[src/rtl/weight_load_ctrl_if.sv]
// Handshake and status bundle between the layer controller and the
// weight-load sequencer. The sequencer takes the slave side; the layer
// controller (or a testbench) takes the master side.
interface weight_load_ctrl_if #(
    parameter int SYS_ROWS = 4,
    parameter int TILE_W   = 8
);
    localparam int ROW_W = $clog2(SYS_ROWS + 1);

    logic              start;
    logic [TILE_W-1:0] num_tiles;
    logic              stall;
    logic              compute_free;
    logic              read;
    logic              swap;
    logic              busy;
    logic              done;
    logic [TILE_W-1:0] tile_idx;
    logic [ROW_W-1:0]  row_cnt;

    modport master (
        output start, num_tiles, stall, compute_free,
        input  read, swap, busy, done, tile_idx, row_cnt
    );

    modport slave (
        input  start, num_tiles, stall, compute_free,
        output read, swap, busy, done, tile_idx, row_cnt
    );
endinterface

[src/rtl/weight_load_ctrl.sv]
// Weight-load sequencer: streams num_tiles tiles of SYS_ROWS rows into the
// skewed weight buffer, waits for the skew to drain across SYS_COLS columns,
// then swaps each tile into the array once the array reports it is free.
module weight_load_ctrl #(
    parameter int SYS_ROWS = 4,
    parameter int SYS_COLS = 4,
    parameter int TILE_W   = 8
) (
    input  logic                clk,
    input  logic                rst,
    weight_load_ctrl_if.slave   bus
);
    localparam int ROW_W   = $clog2(SYS_ROWS + 1);
    localparam int DRAIN_W = $clog2(SYS_COLS + 1);

    typedef enum logic [1:0] {
        IDLE,
        LOAD,
        DRAIN,
        SWAP
    } state_t;

    state_t            state_q;
    state_t            state_n;
    logic [ROW_W-1:0]  row_q;
    logic [ROW_W-1:0]  row_n;
    logic [TILE_W-1:0] tile_q;
    logic [TILE_W-1:0] tile_n;
    logic [TILE_W-1:0] count_q;
    logic [TILE_W-1:0] count_n;
    logic [DRAIN_W-1:0] drain_q;
    logic [DRAIN_W-1:0] drain_n;
    logic              read_c;
    logic              swap_c;
    logic              done_c;

    // State and counter registers; synchronous reset returns everything to idle.
    always_ff @(posedge clk) begin
        if (rst) begin
            state_q <= IDLE;
            row_q   <= '0;
            tile_q  <= '0;
            count_q <= '0;
            drain_q <= '0;
        end else begin
            state_q <= state_n;
            row_q   <= row_n;
            tile_q  <= tile_n;
            count_q <= count_n;
            drain_q <= drain_n;
        end
    end

    // Next-state, counter updates and strobes; the last tile is detected
    // against the captured count minus one so a full-scale count never wraps.
    always_comb begin
        state_n = state_q;
        row_n   = row_q;
        tile_n  = tile_q;
        count_n = count_q;
        drain_n = drain_q;
        read_c  = 1'b0;
        swap_c  = 1'b0;
        done_c  = 1'b0;
        unique case (state_q)
            IDLE: begin
                if (bus.start && (bus.num_tiles != '0)) begin
                    state_n = LOAD;
                    count_n = bus.num_tiles;
                    tile_n  = '0;
                    row_n   = '0;
                    drain_n = '0;
                end
            end
            LOAD: begin
                read_c = !bus.stall;
                if (read_c) begin
                    row_n = row_q + ROW_W'(1);
                    if (row_q == ROW_W'(SYS_ROWS - 1)) begin
                        state_n = DRAIN;
                        drain_n = '0;
                    end
                end
            end
            DRAIN: begin
                if (drain_q == DRAIN_W'(SYS_COLS - 1)) begin
                    state_n = SWAP;
                end else begin
                    drain_n = drain_q + DRAIN_W'(1);
                end
            end
            SWAP: begin
                if (bus.compute_free) begin
                    swap_c = 1'b1;
                    if (tile_q == (count_q - TILE_W'(1))) begin
                        done_c  = 1'b1;
                        state_n = IDLE;
                    end else begin
                        tile_n  = tile_q + TILE_W'(1);
                        row_n   = '0;
                        state_n = LOAD;
                    end
                end
            end
            default: begin
                state_n = IDLE;
            end
        endcase
    end

    assign bus.read     = read_c;
    assign bus.swap     = swap_c;
    assign bus.done     = done_c;
    assign bus.busy     = (state_q != IDLE);
    assign bus.tile_idx = tile_q;
    assign bus.row_cnt  = row_q;
endmodule

[src/flat_wrapper.sv]
// flat-port wrapper written by rule: the top's interface ports become plain ports
module weight_load_ctrl_flat 
#(
    parameter int SYS_ROWS = 4,
    parameter int SYS_COLS = 4,
    parameter int TILE_W   = 8
)
  (clk, rst, bus_start, bus_num_tiles, bus_stall, bus_compute_free, bus_read, bus_swap, bus_busy, bus_done, bus_tile_idx, bus_row_cnt);
  weight_load_ctrl_if #(.SYS_ROWS(SYS_ROWS), .TILE_W(TILE_W)) bus_i ();
  input  logic clk;
  input  logic rst;
  input wire logic [$bits(bus_i.start)-1:0] bus_start;
  input wire logic [$bits(bus_i.num_tiles)-1:0] bus_num_tiles;
  input wire logic [$bits(bus_i.stall)-1:0] bus_stall;
  input wire logic [$bits(bus_i.compute_free)-1:0] bus_compute_free;
  output wire logic [$bits(bus_i.read)-1:0] bus_read;
  output wire logic [$bits(bus_i.swap)-1:0] bus_swap;
  output wire logic [$bits(bus_i.busy)-1:0] bus_busy;
  output wire logic [$bits(bus_i.done)-1:0] bus_done;
  output wire logic [$bits(bus_i.tile_idx)-1:0] bus_tile_idx;
  output wire logic [$bits(bus_i.row_cnt)-1:0] bus_row_cnt;
  assign bus_i.start = bus_start;
  assign bus_i.num_tiles = bus_num_tiles;
  assign bus_i.stall = bus_stall;
  assign bus_i.compute_free = bus_compute_free;
  assign bus_read = bus_i.read;
  assign bus_swap = bus_i.swap;
  assign bus_busy = bus_i.busy;
  assign bus_done = bus_i.done;
  assign bus_tile_idx = bus_i.tile_idx;
  assign bus_row_cnt = bus_i.row_cnt;
  weight_load_ctrl #(.SYS_ROWS(SYS_ROWS), .SYS_COLS(SYS_COLS), .TILE_W(TILE_W)) u_core (.clk(clk), .rst(rst), .bus(bus_i));
endmodule
[config.mk]
export PLATFORM = sky130hd
export DESIGN_NAME = weight_load_ctrl_flat
export DESIGN_NICKNAME = d
export VERILOG_FILES = /design/src/rtl/weight_load_ctrl_if.sv /design/src/rtl/weight_load_ctrl.sv /design/src/flat_wrapper.sv
export SDC_FILE = /design/constraint.sdc
export NUM_CORES = 1
export LEC_CHECK = 0
export CELL_PAD_IN_SITES_DETAIL_PLACEMENT = 0
export CELL_PAD_IN_SITES_GLOBAL_PLACEMENT = 1
export CORE_MARGIN = 1.5
export CORE_UTILIZATION = 41
export CTS_CLUSTER_SIZE = 28
export DETAILED_ROUTE_END_ITERATION = 10
export PLACE_DENSITY = 0.9
export SLEW_MARGIN = 20
export SYNTH_ARGS = -nofsm -noshare
export SYNTH_HDL_FRONTEND = slang
export SYNTH_SLANG_ARGS = --single-unit
[constraint.sdc]
create_clock -name clk -period 4.6 [get_ports clk]
set_input_delay 1.15 -clock clk [delete_from_list [all_inputs] [get_ports clk]]
set_output_delay 1.15 -clock clk [all_outputs]
set_load 0.01 [all_outputs]
==> flow_summary.json <==
{
  "worstSetupStartpointType": "flop",
  "drt_pass1_iterations": 4,
  "yosys_most_used_dff": "dfxtp_1",
  "gr-total-overflow": 0,
  "drtIter0Drc": 41,
  "cts_sinks": 24,
  "drc_errors": 0,
  "reg2reg_to": "u_core.bus.row_cnt[1]",
  "reg2reg_from": "u_core.count_q[0]",
  "synth_edf_count": 0,
  "initial_core_util_pct": 42.4,
  "synth-seq-cells": 24,
  "cts_hold_buf": 0,
  "fin_crit_sh_pct": 83.2,
  "clock_latency_ns": 0.28,
  "routed_wirelength_um": 3270,
  "vdd_ir_drop_max_uv": 232,
  "cp_num_buf_inv": 2,
  "cap_violations": 0,
  "path_common_cell": "nor2b_1",
  "crit_required_ns": 3.45,
  "clockRootBuffer": "clkbuf_8",
  "hold_viol": 0,
  "postSynthAreaPerCell_um2": 8.31,
  "setup_violations": 0,
  "cts_buffers": 3,
  "yosys.area.top_type": "dfxtp_1",
  "cts_setup_buffers": 0,
  "ant_nets": 0,
  "holdPathStages": 2,
  "portBuffers": 27,
  "ys_top_cells_by_area": "dfxtp_1 31%, ha_1 8.1%, a21oi_1 6.8%",
  "grt_pass1_wl_um": 5530,
  "holdCritStartpoint": "u_core.drain_q[2]",
  "path_depth": 8,
  "crit_chain": "inv_1 -> ha_1 -> nor2b_1 -> or3_1 -> a31oi_2 -> nand4b_4 -> nor2b_1 -> clkdlybuf4s50_1",
  "rows": 22,
  "area_growth_pct": 21.1,
  "cp.arrival_ns": 2.68,
  "yosys.area.top_type_share_pct": 30.9,
  "syn-cell-area_um2": 1550,
  "async_flop_share_pct": 0,
  "slew_violations": 0,
  "ys_warn_count": 0,
  "r2r.worst_path.cells": 9,
  "syn_nets": 210,
  "setup-tns-final_ns": 0,
  "fp.coreArea_um2": 3660,
  "p_per_area_nw_per_um2": 415,
  "hold_end": "u_core.drain_q[2]",
  "dieArea_um2": 4170,
  "path_class": "flop to output port",
  "first_global_vias": 1196,
  "status": "complete, no violations",
  "cp_slowest_cell": "clkdlybuf4s50_1",
  "critPathMaxStageDelay_ns": 0.54,
  "grt_antenna_before_repair": 0,
  "end_kind": "output port",
  "syn_inst": 187,
  "ys_seq_area_share_pct": 30.9,
  "final_util_pct": 51.4,
  "drive_gt1_share_pct": 6.22,
  "fillers": 363,
  "dr_total_vias": 1352,
  "post-route-min-period_ns": 3.83,
  "n_antenna_cell": 0,
  "io_pins": 28,
  "clockBufferDepth": 2,
  "rsz0062_at_grt": "no",
  "cts_tree": "done",
  "cts_resized": 0,
  "regArea_um2": 480,
  "synth_cell_type_count": 48,
  "fmax_ghz": 0.261,
  "crit_family": "simple AND/OR/NAND/NOR gates",
  "max-slew-margin-rel_pct": 53.8,
  "vias_per_cell": 5.26,
  "routabilityCongestion": 0.737,
  "clkTransAtPathRegs_ns": 0.09,
  "multiInputGateArea_um2": 996,
  "finClkSkew_ns": 0.00874,
  "fp.dieW_um": 64.6,
  "rrSetupSlack_ns": 2.14,
  "htreeDepth": 1,
  "grt_max_degree": 19,
  "hold_path.class": "flop to flop",
  "grt_usage_pct": 16.6,
  "wire_per_inst_um": 12.7,
  "die_h_um": 64.6,
  "nets": 234,
  "worstMarginPinSlew_ns": 0.691,
  "power_leakage_nw": 0.702,
  "dp_hpwl_um": 2520,
  "worstPathMaxFanout": 8
}
## power by group
part | total (mW) | internal [mW] | switching [mW]
clock network | 0.128 | 0.0588 | 0.0697
logic | 0.382 | 0.172 | 0.210
registers | 0.270 | 0.234 | 0.0363
## worst max path at each step
stage                       from  endpoint  slack [ns]
2_1_floorplan  u_core.count_q[0]  bus_done        1.63
3_3_place_gp    bus_compute_free  bus_done        1.05
3_5_place_dp    bus_compute_free  bus_done        1.02
4_1_cts        u_core.count_q[0]  bus_done        0.75
5_1_grt        u_core.count_q[0]  bus_done        0.62
6_report       u_core.count_q[0]  bus_done        0.77
## cells in the final DEF (no fill, tap or decap), drive strengths merged, types with 3 or more instances in the layout
cell           netlist  layout
nor3                 5       5
o21bai               3       3
inv                  9       9
or3b                 4       4
a21oi               21      21
ha                  10      10
xnor2                7       7
nand2               17      17
xor2                 3       3
clkdlybuf4s50        0      27
or3                  6       6
nor2b                8       8
nor2                 8       8
clkbuf               4       3
o21ai               11      11
dfxtp               24      24
nand3               12      12
## cells in the mapped netlist (all sizes together), types with 2 or more instances
cell type  count
or4            2
and3           2
a211oi         2
nand2         17
or2            2
nand4          2
nor2           8
o21bai         3
buf            4
o21ai         11
nand3         12
or3            6
xnor2          7
dfxtp         24
nor4           2
a22o           2
or3b           4
nand4b         2
a21oi         21
clkbuf         4
inv            9
nor2b          8
and2           2
a31oi          2
xor2           3
nor3           5
ha            10
## sequential cells by signal, summed over array words and instances, names as in the netlist
register,flops
u_core.bus.tile_idx,8
u_core.count_q,8
u_core.bus.row_cnt,3
u_core.drain_q,3
u_core.state_q,2
## metal layers
| layer | global-route usage, % | up-vias | routed length, um |
|---|---|---|---|
| li1 | - | 711 | - |
| met1 | 23.3 | 611 | 1650 |
| met2 | 26.0 | 25 | 1470 |
| met3 | 1.56 | 5 | 87 |
| met4 | 7.18 | 0 | 59 |
| met5 | 0 | - | 0 |
## area by class of cell
class	instances	share of cell area, %
Sequential cell	24	25.5
Timing Repair Buffer	27	14.4
Multi-Input combinational cell	146	52.9
Clock buffer	3	2.19
Tap cell	48	3.19
Inverter	9	1.80
## worst register-to-register path: cells and delay by family, from the launching register on
kind / cells / cell delay, ns
flops: 1 / 0.44
compound gates: 3 / 0.75
simple gates: 4 / 0.81
fa+ha+maj: 1 / 0.29
buf+inv: 1 / 0.07
## cells by family (layout without fill, tap and decap cells)
family	Yosys count	count (layout)	share of synthesized area, %
adder cells (fa/ha/maj)	10	10	8.05
AND/OR/NAND/NOR	77	77	30.2
XOR/XNOR	10	10	5.64
buffers and inverters	17	39	4.99
flip-flops	24	24	30.9
AO/OA/AOI/OAI	48	48	19.6
multiplexers	1	1	0.644
## through the flow
stage | hold slack, ns | std cells | area (um2) | setup slack, ns | total power [mW]
3_3_place_gp | 0.441 | 254 | 1840 | 1.05 | 0.653
2_1_floorplan | 0.432 | 187 | 1550 | 1.63 | 0.568
3_5_place_dp | 0.450 | 254 | 1840 | 1.02 | 0.658
4_1_cts | 0.463 | 257 | 1880 | 0.749 | 0.786
6_report | 0.465 | 257 | 1880 | 0.774 | 0.781
5_1_grt | 0.512 | 257 | 1880 | 0.619 | 0.845
No activity file was read; power rests on OpenSTA's default activity.
